===== config.mk =====
export PLATFORM = sky130hd
export DESIGN_NAME = seq_det_param
export DESIGN_NICKNAME = d
export VERILOG_FILES = /design/src/rtl/seq_det_param_pkg.sv /design/src/rtl/seq_det_param_sat_counter.sv /design/src/rtl/seq_det_param.sv
export SDC_FILE = /design/constraint.sdc
export NUM_CORES = 1
export LEC_CHECK = 0
export ABC_AREA = 1
export CAP_MARGIN = 10
export CORE_ASPECT_RATIO = 1.4
export CORE_MARGIN = 10
export CORE_UTILIZATION = 50
export DETAILED_ROUTE_END_ITERATION = 7
export PLACE_DENSITY = 0.78
export REMOVE_ABC_BUFFERS = 1
export SETUP_SLACK_MARGIN = 0.2
export SLEW_MARGIN = 30
export SYNTH_ARGS = -nofsm -noshare
export SYNTH_HDL_FRONTEND = slang
export SYNTH_SLANG_ARGS = --single-unit

===== constraint.sdc =====
create_clock -name i_clk -period 1.94 [get_ports i_clk]
set_input_delay 0.388 -clock i_clk [delete_from_list [all_inputs] [get_ports i_clk]]
set_output_delay 0.388 -clock i_clk [all_outputs]
set_load 0.01 [all_outputs]

===== src/rtl/seq_det_param_pkg.sv =====
// Shared constants for the parametrised serial pattern detector.
// Holds the power-up pattern and the overlap mode encoding.
package seq_det_pkg;

  localparam logic [3:0] DEFAULT_PATTERN = 4'b0110;

  typedef enum logic {
    NON_OVERLAP = 1'b0,
    OVERLAP     = 1'b1
  } overlap_mode_e;

endpackage


===== src/rtl/seq_det_param_sat_counter.sv =====
// Saturating up-counter with synchronous clear and a sticky saturation flag.
// A clear takes priority over an increment in the same cycle.
module sat_counter #(
  parameter int W = 8
) (
  input  logic         i_clk,
  input  logic         i_reset,
  input  logic         i_inc,
  input  logic         i_clr,
  output logic [W-1:0] o_count,
  output logic         o_sat
);

  localparam logic [W-1:0] MAX = '1;

  logic [W-1:0] r_count;
  logic         r_sat;

  // The flag rises on the same edge that the count lands on its maximum
  always_ff @(posedge i_clk or posedge i_reset) begin
    if (i_reset) begin
      r_count <= '0;
      r_sat   <= 1'b0;
    end else if (i_clr) begin
      r_count <= '0;
      r_sat   <= 1'b0;
    end else if (i_inc && (r_count != MAX)) begin
      r_count <= r_count + 1'b1;
      if (r_count == (MAX - 1'b1)) begin
        r_sat <= 1'b1;
      end
    end
  end

  assign o_count = r_count;
  assign o_sat   = r_sat;

endmodule


===== src/rtl/seq_det_param.sv =====
// Serial bit-pattern detector with a runtime-loadable pattern, overlapping or
// non-overlapping detection, a registered match pulse and a saturating match count.
module seq_det_param
  import seq_det_pkg::*;
#(
  parameter int                 PAT_LEN  = 4,
  parameter logic [PAT_LEN-1:0] PAT_INIT = PAT_LEN'(DEFAULT_PATTERN),
  parameter int                 CNT_W    = 8
) (
  input  logic               i_clk,
  input  logic               i_reset,
  input  logic               i_en,
  input  logic               i_x,
  input  logic               i_pat_load,
  input  logic [PAT_LEN-1:0] i_pat_in,
  input  logic               i_overlap,
  input  logic               i_clr_count,
  output logic               o_z,
  output logic [CNT_W-1:0]   o_match_count,
  output logic               o_count_sat,
  output logic [PAT_LEN-1:0] o_pattern
);

  localparam int                FILL_W   = $clog2(PAT_LEN + 1);
  localparam logic [FILL_W-1:0] FILL_MAX = FILL_W'(PAT_LEN);
  localparam logic [FILL_W-1:0] FILL_THR = FILL_W'(PAT_LEN - 1);

  logic [PAT_LEN-1:0] r_pattern;
  logic [FILL_W-1:0]  r_fill;
  logic               r_z;
  logic [PAT_LEN-1:0] w_window;
  logic               w_accept;
  logic               w_filled;
  logic               w_match;

  // The oldest history bit is shifted out before it can ever be compared, so
  // only PAT_LEN-1 bits are stored; the window is completed by the live sample.
  generate
    if (PAT_LEN == 1) begin : g_single
      assign w_window = i_x;
    end else begin : g_multi
      logic [PAT_LEN-2:0] r_history;

      always_ff @(posedge i_clk or posedge i_reset) begin
        if (i_reset) begin
          r_history <= '0;
        end else if (i_pat_load) begin
          r_history <= '0;
        end else if (i_en) begin
          r_history <= w_window[PAT_LEN-2:0];
        end
      end

      assign w_window = {r_history, i_x};
    end
  endgenerate

  assign w_accept = i_en & ~i_pat_load;
  assign w_filled = (r_fill == FILL_MAX) || (r_fill == FILL_THR);
  assign w_match  = w_accept && w_filled && (w_window == r_pattern);

  // A load wipes partial progress and drops any sample offered alongside it
  always_ff @(posedge i_clk or posedge i_reset) begin
    if (i_reset) begin
      r_pattern <= PAT_INIT;
      r_fill    <= '0;
      r_z       <= 1'b0;
    end else if (i_pat_load) begin
      r_pattern <= i_pat_in;
      r_fill    <= '0;
      r_z       <= 1'b0;
    end else if (i_en) begin
      r_z <= w_match;
      if (w_match && (i_overlap == NON_OVERLAP)) begin
        r_fill <= '0;
      end else if (r_fill != FILL_MAX) begin
        r_fill <= r_fill + 1'b1;
      end
    end else begin
      r_z <= 1'b0;
    end
  end

  sat_counter #(
    .W (CNT_W)
  ) u_match_counter (
    .i_clk   (i_clk),
    .i_reset (i_reset),
    .i_inc   (w_match),
    .i_clr   (i_clr_count),
    .o_count (o_match_count),
    .o_sat   (o_count_sat)
  );

  assign o_z       = r_z;
  assign o_pattern = r_pattern;

endmodule

; ---- Word-level counts from Yosys, hierarchy flattened
; Index checks and enable logic that the tools add are counted.
[totals]
register_bits = 20
input_bits = 11
output_inout_bits = 14
[classes]
n_addsub = 2
eq_ne = 6
muxes = 13
bitwise = 3
n_reduce_logical = 11
[op_table]
columns = op, count
row1 = two-way mux 3 bit, 6
row2 = two-way mux 8 bit, 2
row3 = "adder 8 x 1 -> 8 bit, second input constant", 1
row4 = "equality test 8 bit, second input constant", 1
row5 = "!= test 8 bit, second input constant", 1
row6 = nonzero test 2 bit, 3
row7 = two-way mux 1 bit, 5
row8 = equality test 4 bit, 1
row9 = logical AND 1 bit, 4
row10 = AND reduction 2 bit, 2
row11 = "adder 3 x 1 -> 3 bit, second input constant", 1
row12 = "equality test 3 x 2 -> 1 bit, second input constant", 1
row13 = "equality test 3 bit, second input constant", 1
row14 = "!= test 3 bit, second input constant", 1
row15 = nonzero test 3 bit, 1
row16 = NOT 1 bit, 2
row17 = AND 1 bit, 1
row18 = logical OR 1 bit, 1

; ---- Longest topological paths before layout
; Gate-level depths: netlist (run 1).
[logic_depth]
depth_word = 8
depth_mapped = 11
depth_no_buf = 11

; ---- Hierarchy
; Synthesis (run 1) repeated with hierarchy kept, for this count alone.
[hier_totals]
cells_unflattened = 166
area_unflattened_um2 = 1243.7
[by_module_without_submodules]
columns = module, instances, cells_each, area_each_um2, seq_area_each_um2
row1 = seq_det_param, 1, 85, 674.4, 277.8
row2 = sat_counter, 1, 81, 569.3, 225.2

; ---- Worst setup path before layout (run 1)
; No wires, ideal clock.
[synth_timing]
path_type = flip-flop to flip-flop
start = register u_match_counter.r_count[1], in the netlist u_match_counter.o_count[1]
end = register u_match_counter.r_count[4], in the netlist u_match_counter.o_count[4]
setup_time_ns = 0.117
arrival_time_ns = 1.306
required_ns = 1.823
path_slack_ns = 0.517
stages_incl_launch_ff = 9
synth_period_minus_slack_ns = 1.423
cell_sequence = dfrtp_1 > ha_1 > inv_1 > nor2_2 > nand4_1 > nand2_4 > nand2_8 > nand2_1 > nand2_1
[synth_between]
elab_chain_cells = 3
elab_cells_between_ends = 6
classes_between = 1 x add/sub / 1 x eq/ne / 2 x mux / 2 x reduce/logical
[synth_lines]
columns = element, line
row1 = from (decl), seq_det_param_sat_counter.sv:16  ; logic [W-1:0] r_count;
row2 = from (signal assigned), seq_det_param_sat_counter.sv:28  ; r_count <= r_count + 1'b1;
row3 = adder 8 x 1 -> 8 bit / != test 8 bit (equally long branches), "seq_det_param_sat_counter.sv:28, seq_det_param_sat_counter.sv:27"
row4 = two-way mux 8 bit / logical AND 1 bit (equally long branches), seq_det_param_sat_counter.sv:27  ; end else if (i_inc && (r_count != MAX)) begin
row5 = two-way mux 8 bit / nonzero test 2 bit (equally long branches), --
; Several ways; a longest one is shown, not always the timed one. The select of a mux whose other input is x is not followed.
; A chain may end at the register's enable or synchronous reset.

; ---- Worst setup path after layout (run 1)
[layout_timing]
start = register u_match_counter.r_count[1], in the netlist u_match_counter.o_count[1]
end = output o_match_count[1]
[layout_lines]
columns = element, line
row1 = to (decl), seq_det_param.sv:19  ; output logic [CNT_W-1:0] o_match_count,
; No word-level cell between the ends.

==> results of run 1 <==
layout make-up:
class                      count  area share (%)
tap                           22            1.81
multi-input combinational    106            38.2
inverter                      23            5.83
clock buffer                   4            1.73
sequential                    20            33.4
timing repair buffer          31            19.1
power groups by stage:
stage,logic [mW],clock network [mW],registers (mW)
floorplan,0.112,0,0.486
global placement,0.201,0,0.483
detailed placement,0.209,0,0.484
CTS,0.208,0.215,0.477
global route,0.230,0.228,0.481
finish,0.204,0.206,0.477
final timing paths:
path	end	slack [ps]	depth (start not counted)
min in group i_clk	o_pattern[2]	520	2
setup reg to reg	u_match_counter.o_count[0]	370	11
hold reg to reg	o_pattern[2]	520	2
hold / removal	o_pattern[0]	320	2
setup / recovery	o_match_count[1]	250	1
max in group asynchronous	u_match_counter.o_count[2]	1120	3
state kept, by name (all words and copies together) (netlist names):
name,cells
u_match_counter.o_sat,1
o_z,1
o_pattern,4
u_match_counter.o_count,8
g_multi.r_history,3
r_fill,3
synthesized netlist by cell type:
library cell  instances
clkbuf_4              1
or2_2                 1
clkbuf_1              1
nand4_1               2
nand2_8               1
nand3_2               3
nand2_1              45
a21oi_1               1
nor2_1               11
o22ai_1               3
nor3b_1               1
nand2_2               2
nand2_4               2
dfstp_2               2
xnor2_1               3
inv_1                21
nand3_1              15
nor3_1                2
dfrtp_1              18
o21ai_0               4
xor2_1                3
inv_4                 1
and3_4                1
nor2_2                1
inv_2                 1
buf_6                 1
ha_1                  4
nor2_4                1
metrics by stage:
step	instance area [µm²]	hold slack [ps]	std cells	utilization [%]	setup WS (ps)
6_report	1520	321	206	68.4	249
5_1_grt	1520	351	206	68.4	204
4_1_cts	1490	329	202	66.9	203
3_5_place_dp	1460	513	198	65.7	121
3_3_place_gp	1460	488	198	65.7	153
2_1_floorplan	1170	350	149	-	500
metal layers:
metal	up-vias	share of wire [%]	global-route usage, %	routed length, µm
li1	536	-	-	-
met1	501	38	12.0	1040
met2	25	54	22.0	1460
met3	7	6.3	3.58	172
met4	0	1.9	5.16	51
met5	-	0	0	0
kinds of logic (layout without fill, tap and decap cells):
kind of cell               after synthesis  count (layout)
AOI/OAI and AO/OA                        8               8
xor gates and xnor gates                 6               6
adders and majority gates                4               4
buffers and inverters                   26              58
DFF                                     20              20
and+or+nand+nor                         88              88
what timing repair did:
action,in CTS,in global routing
setup endpoints to repair,3,6
gates resized for setup,3,3
hold buffers,0,0
setup buffers,0,4
==> impl_metrics.yaml, run 1 <==
status:
  outcome: "finished clean"
route:
  drc_errors: 0
  wl_per_cell_um: 13.2
  viasPerCell: 5.19
  wirelength_um: 2720
  drt-initial-drc-count: 37
  detail-route-antenna-nets: 0
  firstDrtPassIters: 4
  dr_total_vias: 1069
flow_run:
  drv_cap: 0
placed_design:
  gp_congestion: 0.863
  io_buffers: 24
  hpwl_um: 2120
synth:
  muxShareOfSynthArea_pct: 0
  ys_ff_latch: 20
  synth_fa_ha_area_share_pct: 4.18
  synthSimpleGateAreaFrac_pct: 36.4
  synth.top_cell.area_share_pct: 37.7
  synth_compound_area_share_pct: 3.66
  synth_xor_area_share_pct: 4.39
  netlist_area_um2: 1200
  netlist_instances: 152
  avgSynthCellArea_um2: 7.87
  yosysWarnings: 0
  synth_top_family_by_area: "simple AND/OR/NAND/NOR gates"
  yosys-top-cells-area: "dfrtp_1, nand2_1, inv_1"
  yosysSeqAreaShare_pct: 42.1
  synth.largest_area_cell: "dfrtp_1"
  synth.distinct_cells: 28
global_route:
  grtUsageTotal_pct: 12.1
  gr-total-overflow: 0
  grt_pass1_vias: 1107
  antenna_found_initial: 0
  grt_start_max_net_pins: 14
  grt_pass1_wl_um: 4580
worst_setup_path:
  critPathBufInv: 1
  critical_path_arrival_ps: 1300
  critPathCaptureType: "output port"
  max_stage_delay_ps: 570
  cp.required_ps: 1550
  startpoint_type: "flip-flop"
  crit_type: "flip-flop to output port"
  crit_start: "u_match_counter.o_count[1]"
  timing.rr.start: "r_fill[0]"
  critPathSlowestCell: "clkdlybuf4s50_1"
  crit_chain: "clkdlybuf4s50_1"
  crit_family: "buffers and inverters"
  worstPathMaxFanout: 5
clocking:
  cts_sinks: 20
  h-tree-depth: 1
  root_buffer: "clkbuf_4"
  clk_path_buf_depth: 2
  insertion_delay_ps: 310
  cts.clk_slew.worst_paths_ps: 100
  cts_tree: "yes"
  numCtsBuffers: 3
layout:
  diodes: 0
  seqCellArea_um2: 508
  syn2layout_area_growth_pct: 27.3
  fill_cells: 193
  multiInputGateArea_um2: 582
  nets: 200
  mostFrequentLayoutCells: "nand2_1, clkdlybuf4s50_1, inv_1"
  final_common_cell: "nand2_1"
  drive_above_1_share_pct: 16.3
die:
  rows: 20
  core_um2: 2230
  fp.dieH_um: 77.9
  die_area_um2: 4780
  dieWidth_um: 61.3
  start_util_pct: 53.7
  ios: 25
power:
  power_frac_seq_pct: 53.8
  p_sw_mw: 0.266
  internal_power_mw: 0.621
  irDropWorstVdd_uv: 388
  netSwitchingFraction_pct: 30.0
  total_power_mw: 0.886
  combinationalPowerShare_pct: 23.0
  clockPowerShare_pct: 23.2
  p_leak_nw: 0.758
  power_density_nw_per_um2: 582
hold_path:
  hold_class: "primary input to asynchronous set/reset pin"
sta:
  min_period_ps: 1690
  tightestPinTransition_ps: 538
  rsz0062_at_grt: "no"
  tns_ps: 0
  maxSlewViolCount: 0
  hold_viol: 0
  slew_headroom_pct: 64.1
  fmax_ghz: 0.592
  post-route-period-util_pct: 87.1
  setup_viol: 0
  finClkSkew_ps: 11.2
Note: power is estimated with default switching activity, not from simulation.
==> run 2, diff against run 1 <==
CORE_MARGIN = not set   (was 10)
==> impl_metrics.yaml, run 2 (synthesized netlist as in run 1, its figures left out) <==
power:
  irDropWorstVdd_uv: 366
  p_sw_mw: 0.275
  p_leak_nw: 0.752
  netSwitchingFraction_pct: 29.4
  power_density_nw_per_um2: 615
  clockPowerShare_pct: 26.5
  combinationalPowerShare_pct: 22.8
  power_frac_seq_pct: 50.7
  internal_power_mw: 0.661
layout:
  largest_reg_flops: 8
  multiInputGateArea_um2: 587
  syn2layout_area_growth_pct: 27.3
  nets: 198
  fill_cells: 190
  final_common_cell: "nand2_1"
  mostFrequentLayoutCells: "nand2_1, clkdlybuf4s50_1, inv_1"
  diodes: 0
  seqCellArea_um2: 508
  drive_above_1_share_pct: 16.5
worst_setup_path:
  r2r_cells: 11
  startpoint_type: "flip-flop"
  ff2ff_setup_slack_ps: 350
  max_stage_delay_ps: 570
  critPathCaptureType: "output port"
  crit-reg2reg-capture: "u_match_counter.o_count[0]"
  crit_type: "flip-flop to output port"
  critPathBufInv: 1
  timing.rr.start: "r_fill[0]"
  worstPathMaxFanout: 5
  critPathSlowestCell: "clkdlybuf4s50_1"
  critical_path_arrival_ps: 1320
  crit_chain: "clkdlybuf4s50_1"
  crit_family: "buffers and inverters"
  cp.required_ps: 1550
clocking:
  root_buffer: "clkbuf_4"
  insertion_delay_ps: 300
  numCtsBuffers: 3
  cts_tree: "yes"
  h-tree-depth: 1
  cts_sinks: 20
  cts.clk_slew.worst_paths_ps: 110
  clk_path_buf_depth: 2
sta:
  worst_slack_ps: 228
  setup_viol: 0
  post-route-period-util_pct: 88.3
  fmax_ghz: 0.584
  slew_headroom_pct: 65.7
  rsz0062_at_grt: "no"
  tightestPinTransition_ps: 514
  finClkSkew_ps: 5.95
  maxSlewViolCount: 0
  tns_ps: 0
  hold_viol: 0
  min_period_ps: 1710
hold_path:
  hold_class: "primary input to asynchronous set/reset pin"
die:
  dieWidth_um: 43.3
  die_area_um2: 2590
  ios: 25
  start_util_pct: 53.7
  core_um2: 2230
  fp.dieH_um: 59.9
  rows: 20
route:
  detail-route-antenna-nets: 0
  drc_errors: 4
  viasPerCell: 5.36
  dr_total_vias: 1093
  wirelength_um: 2630
  drt-initial-drc-count: 35
  firstDrtPassIters: 6
  wl_per_cell_um: 12.9
status:
  outcome: "complete, but fails checks"
  violations: "design-rule violations"
global_route:
  grt_pass1_wl_um: 4540
  gr-total-overflow: 0
  grt_start_max_net_pins: 14
  grt_pass1_vias: 1050
  antenna_found_initial: 0
  grtUsageTotal_pct: 23.7
placed_design:
  hpwl_um: 2010
  place_ws_ps: 62.8
  io_buffers: 24
  gp_congestion: 0.816
flow_run:
  drv_cap: 0
[run 2: cell count changes in the layout (fill, tap and decap cells not counted)]
cell,previous run,this run
clkbuf_1,1,0
clkbuf_8,0,1
nand3_2,3,4
buf_4,7,5
nand3_1,15,14
[run 2: per-stage QoR]
step	hold WS [ps]	std cells	instance area, µm²	total power, mW	utilization [%]
after floorplan	350	149	1170	0.598	-
after global placement	487	198	1460	0.681	65.7
after detailed placement	495	198	1460	0.692	65.7
after CTS	314	202	1500	0.930	67.3
after global routing	340	204	1520	0.984	68.4
final	307	204	1520	0.936	68.4
[run 2: how the worst max path moves through the flow]
| stage | to | from | cells past startpoint | slack, ps |
|---|---|---|---|---|
| floorplan | u_match_counter.o_count[0] | u_match_counter.o_count[1] | 8 | 500 |
| global placement | r_fill[1] | i_x | 10 | 140 |
| detailed placement | r_fill[0] | i_x | 10 | 60 |
| CTS | o_match_count[3] | u_match_counter.o_count[3] | 1 | 220 |
| global route | o_match_count[2] | u_match_counter.o_count[2] | 1 | 200 |
| finish | o_match_count[2] | u_match_counter.o_count[2] | 1 | 230 |
[run 2: per-layer routing]
metal / GRT usage, % / vias to the layer above / part of all wire [%]
li1: - / 532 / -
met1: 28.8 / 521 / 43
met2: 40.9 / 29 / 50
met3: 2.42 / 11 / 3.3
met4: 12.5 / 0 / 3.4
met5: 0 / - / 0
[run 2: area by class of cell]
type / count / share of cell area (%)
Sequential cell: 20 / 33.4
Tap cell: 22 / 1.81
Multi-Input combinational cell: 106 / 38.5
Timing Repair Buffer: 29 / 18.1
Clock buffer: 4 / 2.38
Inverter: 23 / 5.83
[run 2: power by group through the flow]
stage | combinational [mW] | sequential, mW | clock (mW)
final | 0.214 | 0.475 | 0.248
after CTS | 0.208 | 0.475 | 0.246
after floorplan | 0.112 | 0.486 | 0
after global placement | 0.200 | 0.482 | 0
after detailed placement | 0.209 | 0.483 | 0
after global routing | 0.244 | 0.479 | 0.262
[run 2: repair_timing]
action,4_1_cts,5_1_grt
setup endpoints to repair,3,7
hold buffers,0,0
resized for setup,3,4
pin swaps,0,0
setup buffers,0,2
